`src/rtl/mem_arbiter.sv`:
```
// -----------------------------------------------------------------------------
// mem_arbiter
//
// Shares the single SAYEH data/instruction memory between the CPU controller
// port and one DMA requester. CPU reads follow the controller's level-held
// ReadMem / memDataReady handshake. CPU writes are one-cycle WriteMem pulses
// absorbed by a one-entry posted-write buffer (wbuf). The block owns every
// mem_* strobe and the wait-state timing.
//
// Each transfer runs IDLE -> ACCESS (WAIT_CYCLES cycles) -> DONE -> GAP.
// The GAP cycle lets a served requester drop its registered request line so
// a stale level cannot start a second transfer.
//
// Ports:
//   clk, ExternalReset          clock (rising edge), async active-high reset
//   cpu_read, cpu_addr          CPU read request (level, held to memDataReady)
//   cpu_write, cpu_wdata        CPU write pulse, captured by the write buffer
//   cpu_rdata, memDataReady     CPU read data and one-cycle completion
//   dma_req, dma_we             DMA request (level, held to dma_ack), direction
//   dma_addr, dma_wdata         DMA address and write data
//   dma_rdata, dma_ack          DMA read data and one-cycle completion
//   mem_addr, mem_wdata         memory address / write data
//   mem_rd, mem_wr, mem_rdata   memory strobes and read data
//   grant_dma                   DMA owns the current transfer (ACCESS..GAP)
//   wr_overflow                 sticky: a CPU write was dropped
//
// Build option:
//   MEM_ARB_RR_EN  defined   -> round-robin between CPU and DMA on contention
//                  undefined -> fixed priority, CPU always wins
// -----------------------------------------------------------------------------
module mem_arbiter #(
   parameter int ADDR_W      = 16,
   parameter int DATA_W      = 16,
   parameter int WAIT_CYCLES = 2     // legal 1..15
) (
   input  logic              clk,
   input  logic              ExternalReset,
   // CPU port
   input  logic              cpu_read,
   input  logic              cpu_write,
   input  logic [ADDR_W-1:0] cpu_addr,
   input  logic [DATA_W-1:0] cpu_wdata,
   output logic [DATA_W-1:0] cpu_rdata,
   output logic              memDataReady,
   // DMA port
   input  logic              dma_req,
   input  logic              dma_we,
   input  logic [ADDR_W-1:0] dma_addr,
   input  logic [DATA_W-1:0] dma_wdata,
   output logic [DATA_W-1:0] dma_rdata,
   output logic              dma_ack,
   // memory port
   output logic [ADDR_W-1:0] mem_addr,
   output logic [DATA_W-1:0] mem_wdata,
   output logic              mem_rd,
   output logic              mem_wr,
   input  logic [DATA_W-1:0] mem_rdata,
   // status
   output logic              grant_dma,
   output logic              wr_overflow
);

   typedef enum logic [1:0] {IDLE, ACCESS, DONE, GAP} state_t;

   localparam logic [3:0] LAST_CNT = 4'(WAIT_CYCLES - 1);

   state_t            state;
   logic [3:0]        waitCnt;
   logic              curDma;     // transfer belongs to the DMA port
   logic              curWrite;   // transfer is a write
   logic              curDrain;   // transfer is a write-buffer drain

   logic              wbufValid;
   logic [ADDR_W-1:0] wbufAddr;
   logic [DATA_W-1:0] wbufData;

   logic              cpuCand;
   logic              pickDma;
   logic              drainDone;

`ifdef MEM_ARB_RR_EN
   logic              lastDma;    // most recently served port was DMA
`endif

   // ---------------------------------------------------------------------------
   // Arbitration (only consumed in IDLE)
   // ---------------------------------------------------------------------------
   // NOTE: every variable assigned in always_comb gets a value on every path,
   // otherwise synthesis infers a latch.
   always_comb begin
      cpuCand = wbufValid | cpu_read;
`ifdef MEM_ARB_RR_EN
      // On contention the port not served most recently wins.
      pickDma = dma_req & (~cpuCand | ~lastDma);
`else
      pickDma = dma_req & ~cpuCand;
`endif
      drainDone = (state == DONE) & curDrain;
   end

   // ---------------------------------------------------------------------------
   // Transfer FSM with registered outputs
   // ---------------------------------------------------------------------------
   // NOTE: the asynchronous reset clears the registered strobes directly, so
   // mem_rd/mem_wr fall as soon as ExternalReset rises, even mid-ACCESS.
   always_ff @(posedge clk or posedge ExternalReset) begin
      if (ExternalReset) begin
         state        <= IDLE;
         waitCnt      <= '0;
         curDma       <= 1'b0;
         curWrite     <= 1'b0;
         curDrain     <= 1'b0;
         mem_addr     <= '0;
         mem_wdata    <= '0;
         mem_rd       <= 1'b0;
         mem_wr       <= 1'b0;
         grant_dma    <= 1'b0;
         cpu_rdata    <= '0;
         memDataReady <= 1'b0;
         dma_rdata    <= '0;
         dma_ack      <= 1'b0;
`ifdef MEM_ARB_RR_EN
         lastDma      <= 1'b1;   // CPU wins the first contention
`endif
      end else begin
         // NOTE: sequential state uses non-blocking assignments only; the
         // completion pulses default low and are raised for exactly one cycle.
         memDataReady <= 1'b0;
         dma_ack      <= 1'b0;

         case (state)
            IDLE: begin
               waitCnt <= '0;
               if (pickDma) begin
                  mem_addr  <= dma_addr;
                  mem_wdata <= dma_wdata;
                  mem_rd    <= ~dma_we;
                  mem_wr    <= dma_we;
                  grant_dma <= 1'b1;
                  curDma    <= 1'b1;
                  curWrite  <= dma_we;
                  curDrain  <= 1'b0;
`ifdef MEM_ARB_RR_EN
                  lastDma   <= 1'b1;
`endif
                  state     <= ACCESS;
               end else if (cpuCand) begin
                  grant_dma <= 1'b0;
                  curDma    <= 1'b0;
`ifdef MEM_ARB_RR_EN
                  lastDma   <= 1'b0;
`endif
                  // A pending posted write drains before any CPU read, which
                  // keeps read-after-write ordering on the CPU port.
                  if (wbufValid) begin
                     mem_addr  <= wbufAddr;
                     mem_wdata <= wbufData;
                     mem_rd    <= 1'b0;
                     mem_wr    <= 1'b1;
                     curWrite  <= 1'b1;
                     curDrain  <= 1'b1;
                  end else begin
                     mem_addr  <= cpu_addr;
                     mem_rd    <= 1'b1;
                     mem_wr    <= 1'b0;
                     curWrite  <= 1'b0;
                     curDrain  <= 1'b0;
                  end
                  state <= ACCESS;
               end
            end

            ACCESS: begin
               if (waitCnt == LAST_CNT) begin
                  // Last access cycle: sample read data and raise the ack.
                  mem_rd <= 1'b0;
                  mem_wr <= 1'b0;
                  if (curDma) begin
                     dma_ack <= 1'b1;
                     if (!curWrite) begin
                        dma_rdata <= mem_rdata;
                     end
                  end else if (!curDrain) begin
                     memDataReady <= 1'b1;
                     cpu_rdata    <= mem_rdata;
                  end
                  state <= DONE;
               end else begin
                  waitCnt <= waitCnt + 4'd1;
               end
            end

            DONE: begin
               state <= GAP;
            end

            GAP: begin
               grant_dma <= 1'b0;
               state     <= IDLE;
            end

            default: begin
               state <= IDLE;
            end
         endcase
      end
   end

   // ---------------------------------------------------------------------------
   // One-entry posted-write buffer
   // ---------------------------------------------------------------------------
   // A write arriving in the drain's DONE cycle still sees the buffer full and
   // is dropped, because wbufValid only clears at the end of that cycle.
   always_ff @(posedge clk or posedge ExternalReset) begin
      if (ExternalReset) begin
         wbufValid   <= 1'b0;
         wbufAddr    <= '0;
         wbufData    <= '0;
         wr_overflow <= 1'b0;
      end else begin
         if (drainDone) begin
            wbufValid <= 1'b0;
         end
         if (cpu_write) begin
            if (wbufValid) begin
               wr_overflow <= 1'b1;
            end else begin
               wbufValid <= 1'b1;
               wbufAddr  <= cpu_addr;
               wbufData  <= cpu_wdata;
            end
         end
      end
   end

endmodule

```
`config.mk`:
```
export PLATFORM = sky130hd
export DESIGN_NAME = mem_arbiter
export DESIGN_NICKNAME = d
export VERILOG_FILES = /design/src/rtl/mem_arbiter.sv
export SDC_FILE = /design/constraint.sdc
export NUM_CORES = 1
export LEC_CHECK = 0
export ABC_AREA = 1
export CORE_UTILIZATION = 45
export CTS_CLUSTER_SIZE = 8
export DETAILED_ROUTE_END_ITERATION = 12
export PLACE_DENSITY = 0.75
export SLEW_MARGIN = 20
export SYNTH_ARGS = -nofsm -noshare
export SYNTH_HDL_FRONTEND = slang
export SYNTH_SLANG_ARGS = --single-unit
```
`constraint.sdc`:
```
create_clock -name clk -period 4.8 [get_ports clk]
set_clock_uncertainty 0.15 [all_clocks]
set_input_delay 0.96 -clock clk [delete_from_list [all_inputs] [get_ports clk]]
set_output_delay 0.96 -clock clk [all_outputs]
set_load 0.005 [all_outputs]
```
Yosys cells after proc, flatten, opt, wreduce, memory -nomap -nowiden

Cells that the tools add are included.

Register bits: 112
Bits of input ports: 86
Output and inout port bits: 70
Word-level logic and storage cells: 85

Add/sub/neg operators: 1
Equal/unequal tests: 7
Mux-type cells: 35
Bitwise operators: 9
Reduce and logical (&&, ||, !) cells: 15

Operators by type and width:

| cell                  | count |
|---|---|
| $mux W16              | 6 |
| $mux W1               | 20 |
| $reduce_and A2 Y1     | 6 |
| $pmux W2 S4           | 1 |
| $pmux W4 S2           | 1 |
| $reduce_and A4 Y1     | 2 |
| $reduce_bool A2 Y1    | 4 |
| $mux W2               | 3 |
| $not A1 Y1            | 6 |
| $pmux W1 S2           | 3 |
| $reduce_and A3 Y1     | 2 |
| $add A4 B1 Y4 const B | 1 |
| $eq A2 B2 Y1 const B  | 2 |
| $eq A4 B1 Y1 const B  | 1 |
| $mux W4               | 1 |
| $ne A2 B2 Y1 const B  | 2 |
| $ne A3 B3 Y1 const B  | 1 |
| $and A1 B1 Y1         | 2 |
| $eq A2 B1 Y1 const B  | 1 |
| $logic_not A2 Y1      | 1 |
| $or A1 B1 Y1          | 1 |

Longest topological paths before layout

Depth after elaboration: 5
Gate-level depth with buffers: 8

Worst setup path after synthesis

Ideal clock, no wire load.

Path type: in2reg
Start: input port cpu_read
End: register mem_addr[15]
Setup time: 123 ps
Data arrival time: 1592 ps
Data required time: 4527 ps
Setup slack: 2935 ps
Stages on the path: 7
Buffers on the path: 1
Cells stage by stage: nor2_2 nand2_2 buf_2 nor2_1 nor2_1 o21ai_0 nand2_1

Cells in the longest elaborated chain, start to end: 5

Ends and longest elaborated chain:

| what                                | line | source |
|---|---|---|
| start: declaration                  | 39   | `input logic cpu_read,` |
| $or A1 B1 Y1 (*)                    | 91   | `cpuCand = wbufValid \| cpu_read;` |
| $not A1 Y1                          | 96   | `pickDma = dma_req & ~cpuCand;` |
| $and A1 B1 Y1                       | 96   |  |
| $reduce_bool A2 Y1 (no source line) | --   |  |
| $reduce_and A2 Y1 (no source line)  | --   |  |
| end signal: assignment              | 135  | `mem_addr <= dma_addr;` |
| end signal: assignment              | 156  | `mem_addr <= wbufAddr;` |
| end signal: assignment              | 163  | `mem_addr <= cpu_addr;` |
| end: declaration                    | 53   | `output logic [ADDR_W-1:0] mem_addr,` |

Every way passes the cells marked *; elsewhere a longest branch is shown, timed or not.
A chain may end at the register's enable or synchronous reset.

Worst setup path after layout

Start: input port cpu_read
End: register grant_dma

Cells in the longest elaborated chain, start to end: 5

Ends and longest elaborated chain:

| what                                             | line | source |
|---|---|---|
| $or A1 B1 Y1 (*)                                 | 91   |  |
| $not A1 Y1                                       | 96   |  |
| $and A1 B1 Y1                                    | 96   |  |
| $mux W1 or $ne A3 B3 Y1 (tied branches)          | --   |  |
| $pmux W1 S2 or $reduce_and A2 Y1 (tied branches) | --   |  |
| end signal: assignment                           | 117  | `grant_dma <= 1'b0;` |
| end signal: assignment                           | 139  | `grant_dma <= 1'b1;` |
| end signal: assignment                           | 148  | `grant_dma <= 1'b0;` |
| end: declaration                                 | 59   | `output logic grant_dma,` |

Marked as above.

==> flow_metrics.py <==
metrics = {
    "clocking": {
        "clk_pin_slew_ns": 0.11,
        "cts_resized": 0,
        "holdBufCountCts": 0,
        "cts-root-buf": "clkbuf_8",
        "cts_buffer_depth": 2,
        "cts_setup_buffers": 0,
        "clk_latency_ns": 0.36,
        "cts_num_sinks": 112,
        "h-tree-depth": 3,
        "cts_tree": "built",
        "numCtsBuffers": 9,
    },
    "route": {
        "totalWireLength_mm": 11.9,
        "drtIter0Drc": 199,
        "ant_nets": 0,
        "viasPerCell": 4.85,
        "dr.pass1.iters": 4,
        "vias": 4197,
        "drc": 0,
        "wl_per_cell_um": 13.8,
    },
    "synth": {
        "synth_area_leader_cell": "dfrtp_1",
        "synth-seq-area-share_pct": 55.3,
        "synthTopCellsByCount": "nand2_1 (237), dfrtp_1 (112), o21ai_0 (44)",
        "synth_most_common_cell": "nand2_1",
        "netlist.area_leader.share_pct": 55.3,
        "syn_area_per_cell_sq_um": 8.75,
        "yosysWarningCount": 0,
        "synthCells": 579,
        "ys_types": 29,
        "synth.cell_area_sq_mm": 0.00507,
        "ys_dominant_reg_cell": "dfrtp_1",
        "async_flop_share_pct": 100,
        "synth.area.top_cells": "dfrtp_1 (55%), nand2_1 (18%), o21ai_0 (4.3%)",
        "syn_nets": 672,
        "ys_seq_elements": 112,
        "synth_edf_count": 0,
    },
    "cells_and_area": {
        "num-nets-final": 815,
        "final_core_util_pct": 62.6,
        "antennaDiodeCount": 0,
        "fin_area_sq_mm": 0.00682,
        "syn_to_final_growth_pct": 34.6,
        "drive_gt1_share_pct": 7.16,
    },
    "timing": {
        "setup_tns_ns": 0,
        "period_share_pct": 60.8,
        "max_slew_margin_pct": 34.5,
        "maxSlewViolCount": 0,
        "rsz0062_at_grt": "no",
        "final-hold-violation-count": 0,
        "tightest_slew_ns": 0.980,
        "setup_viol": 0,
        "clock.fmax_mhz": 342,
        "period_needed_ns": 2.92,
    },
    "floorplan": {
        "num_rows": 38,
        "die_w_um": 108,
        "ios": 156,
        "start_util_pct": 46.5,
        "dieArea_sq_mm": 0.0117,
        "core_area_sq_mm": 0.0109,
        "die_h_um": 108,
    },
    "critical_path": {
        "critPathLaunchType": "input pin",
        "r2r_end": "grant_dma",
        "reg2reg_slack_ns": 2.27,
        "cp_num_buf_inv": 2,
        "r2r_cells": 6,
        "crit_type": "input pin to register",
        "critical_path_depth": 6,
        "required_ns": 4.93,
        "crit_path_top_delay_cell": "inv_2",
        "r2r-start": "wbufValid",
        "slowest_delay_ns": 0.65,
        "cp_cell_sequence": "clkdlybuf4s50_1 -> nor2_2 -> nand2_2 -> inv_2 -> nand2_1 -> o21ai_1",
        "arrival_ns": 3.05,
        "path_max_fanout": 33,
        "cp_top_family": "buffers and inverters",
        "end_kind": "register",
    },
    "global_route": {
        "overflow": 0,
        "antenna_found_initial": 0,
        "grt_pass1_wl_mm": 19.5,
        "first_global_vias": 4169,
        "grt_max_degree": 83,
        "grt.total_usage_pct": 21.3,
    },
    "flow_run": {
        "maxCapViolCount": 0,
    },
    "pwr": {
        "vdd_ir_drop_max_mv": 0.255,
        "powerDensity_mw_per_mm2": 581,
        "power_leakage_nw": 3.41,
    },
    "outcome": {
        "status": "finished clean",
    },
    "worst_hold_path": {
        "whs_path_depth": 1,
        "hp-start": "wr_overflow",
        "hp-class": "register to register",
        "whs_endpoint": "wr_overflow",
    },
    "place": {
        "port_buffers": 155,
        "dp_hpwl_mm": 8.43,
        "placed_area_sq_mm": 0.00664,
        "gp_congestion": 0.820,
    },
}
worst register-to-register path, stage by stage, from the launching register on:
cell and delay [ns]:
dfrtp_1 0.37, buf_4 0.24, nor2_2 0.24, nand2_2 0.43, inv_2 0.66, nand2_1 0.21
o21ai_1 0.17
through the flow:
step                      hold WS [ns]  std cells  setup WS (ns)  power, mW
final                            0.326        866           1.88       3.96
after global routing             0.359        866           1.71       4.31
after CTS                        0.329        866           1.85       4.01
after detailed placement         0.298        851           1.48       3.48
after global placement           0.293        851           1.52       3.41
after floorplan                  0.301        579          0.731       2.65
area by class of cell:
class / count / area, sq um
multi-input cells: 394 / 1900
inverters: 47 / 186
repair buffers: 158 / 1570
clock inverters: 5 / 42.5
fillers: 984 / 4070
flip-flops and latches: 112 / 2800
clock buffers: 10 / 138
well taps: 140 / 175
how the worst max path moves through the flow:
stage / start / end / slack (ns)
after global placement: cpu_read / grant_dma / 1.52
after CTS: cpu_read / grant_dma / 1.85
final: cpu_read / grant_dma / 1.88
after detailed placement: cpu_read / grant_dma / 1.48
after global routing: cpu_read / mem_wdata[7] / 1.71
after floorplan: ExternalReset / cpu_rdata[0] / 0.73
cells in the final DEF (no fill, tap or decap):
| master | n |
|---|---|
| mux2_1 | 8 |
| a31oi_1 | 1 |
| inv_4 | 2 |
| o21ai_2 | 11 |
| clkbuf_8 | 10 |
| clkinv_4 | 3 |
| nand3_2 | 1 |
| mux2_4 | 8 |
| inv_1 | 40 |
| o21ai_0 | 44 |
| ha_1 | 7 |
| buf_4 | 3 |
| a21o_1 | 1 |
| nor3_2 | 1 |
| o22ai_1 | 1 |
| clkinvlp_4 | 1 |
| inv_2 | 4 |
| inv_6 | 2 |
| nor2_2 | 1 |
| nand2_2 | 2 |
| nand4_1 | 1 |
| nor3_1 | 1 |
| nand2_1 | 237 |
| o21ai_1 | 29 |
| nand3_1 | 11 |
| nor2_1 | 26 |
| dfrtp_1 | 112 |
| nand2_4 | 2 |
| clkdlybuf4s50_1 | 155 |
| or2_2 | 1 |
registers in the layout (all words and copies together), names as in the netlist, 2 cells and up:
| signal | count |
|---|---|
| cpu_rdata | 16 |
| dma_rdata | 16 |
| mem_addr | 16 |
| mem_wdata | 16 |
| state | 2 |
| waitCnt | 4 |
| wbufAddr | 16 |
| wbufData | 16 |
per-layer routing:
layer / wire, um / vias to the layer above / GRT usage, % / part of all wire, %
met4: 85 / 0 / 6.56 / 0.71
met3: 624 / 4 / 3.74 / 5.2
met2: 6000 / 113 / 37.7 / 50
li1: - / 2090 / - / -
met5: 0 / - / 0 / 0
met1: 5230 / 1990 / 26.4 / 44
power breakdown:
part,switching (mW),total [mW],internal (mW)
logic,0.859,1.80,0.943
clock network,0.310,0.516,0.205
registers,0.258,1.65,1.39
kinds of logic (layout without fill, tap and decap cells):
| kind of cell | count (synthesis) | in the layout | synth area share, % |
|---|---|---|---|
| AOI/OAI and AO/OA | 87 | 87 | 9.51 |
| adders and majority gates | 7 | 7 | 1.73 |
| buffers and inverters | 73 | 220 | 7.19 |
| DFF | 112 | 112 | 55.3 |
| muxes | 16 | 16 | 4.15 |
| and+or+nand+nor | 284 | 284 | 22.1 |
(Power assumes the default switching activity.)
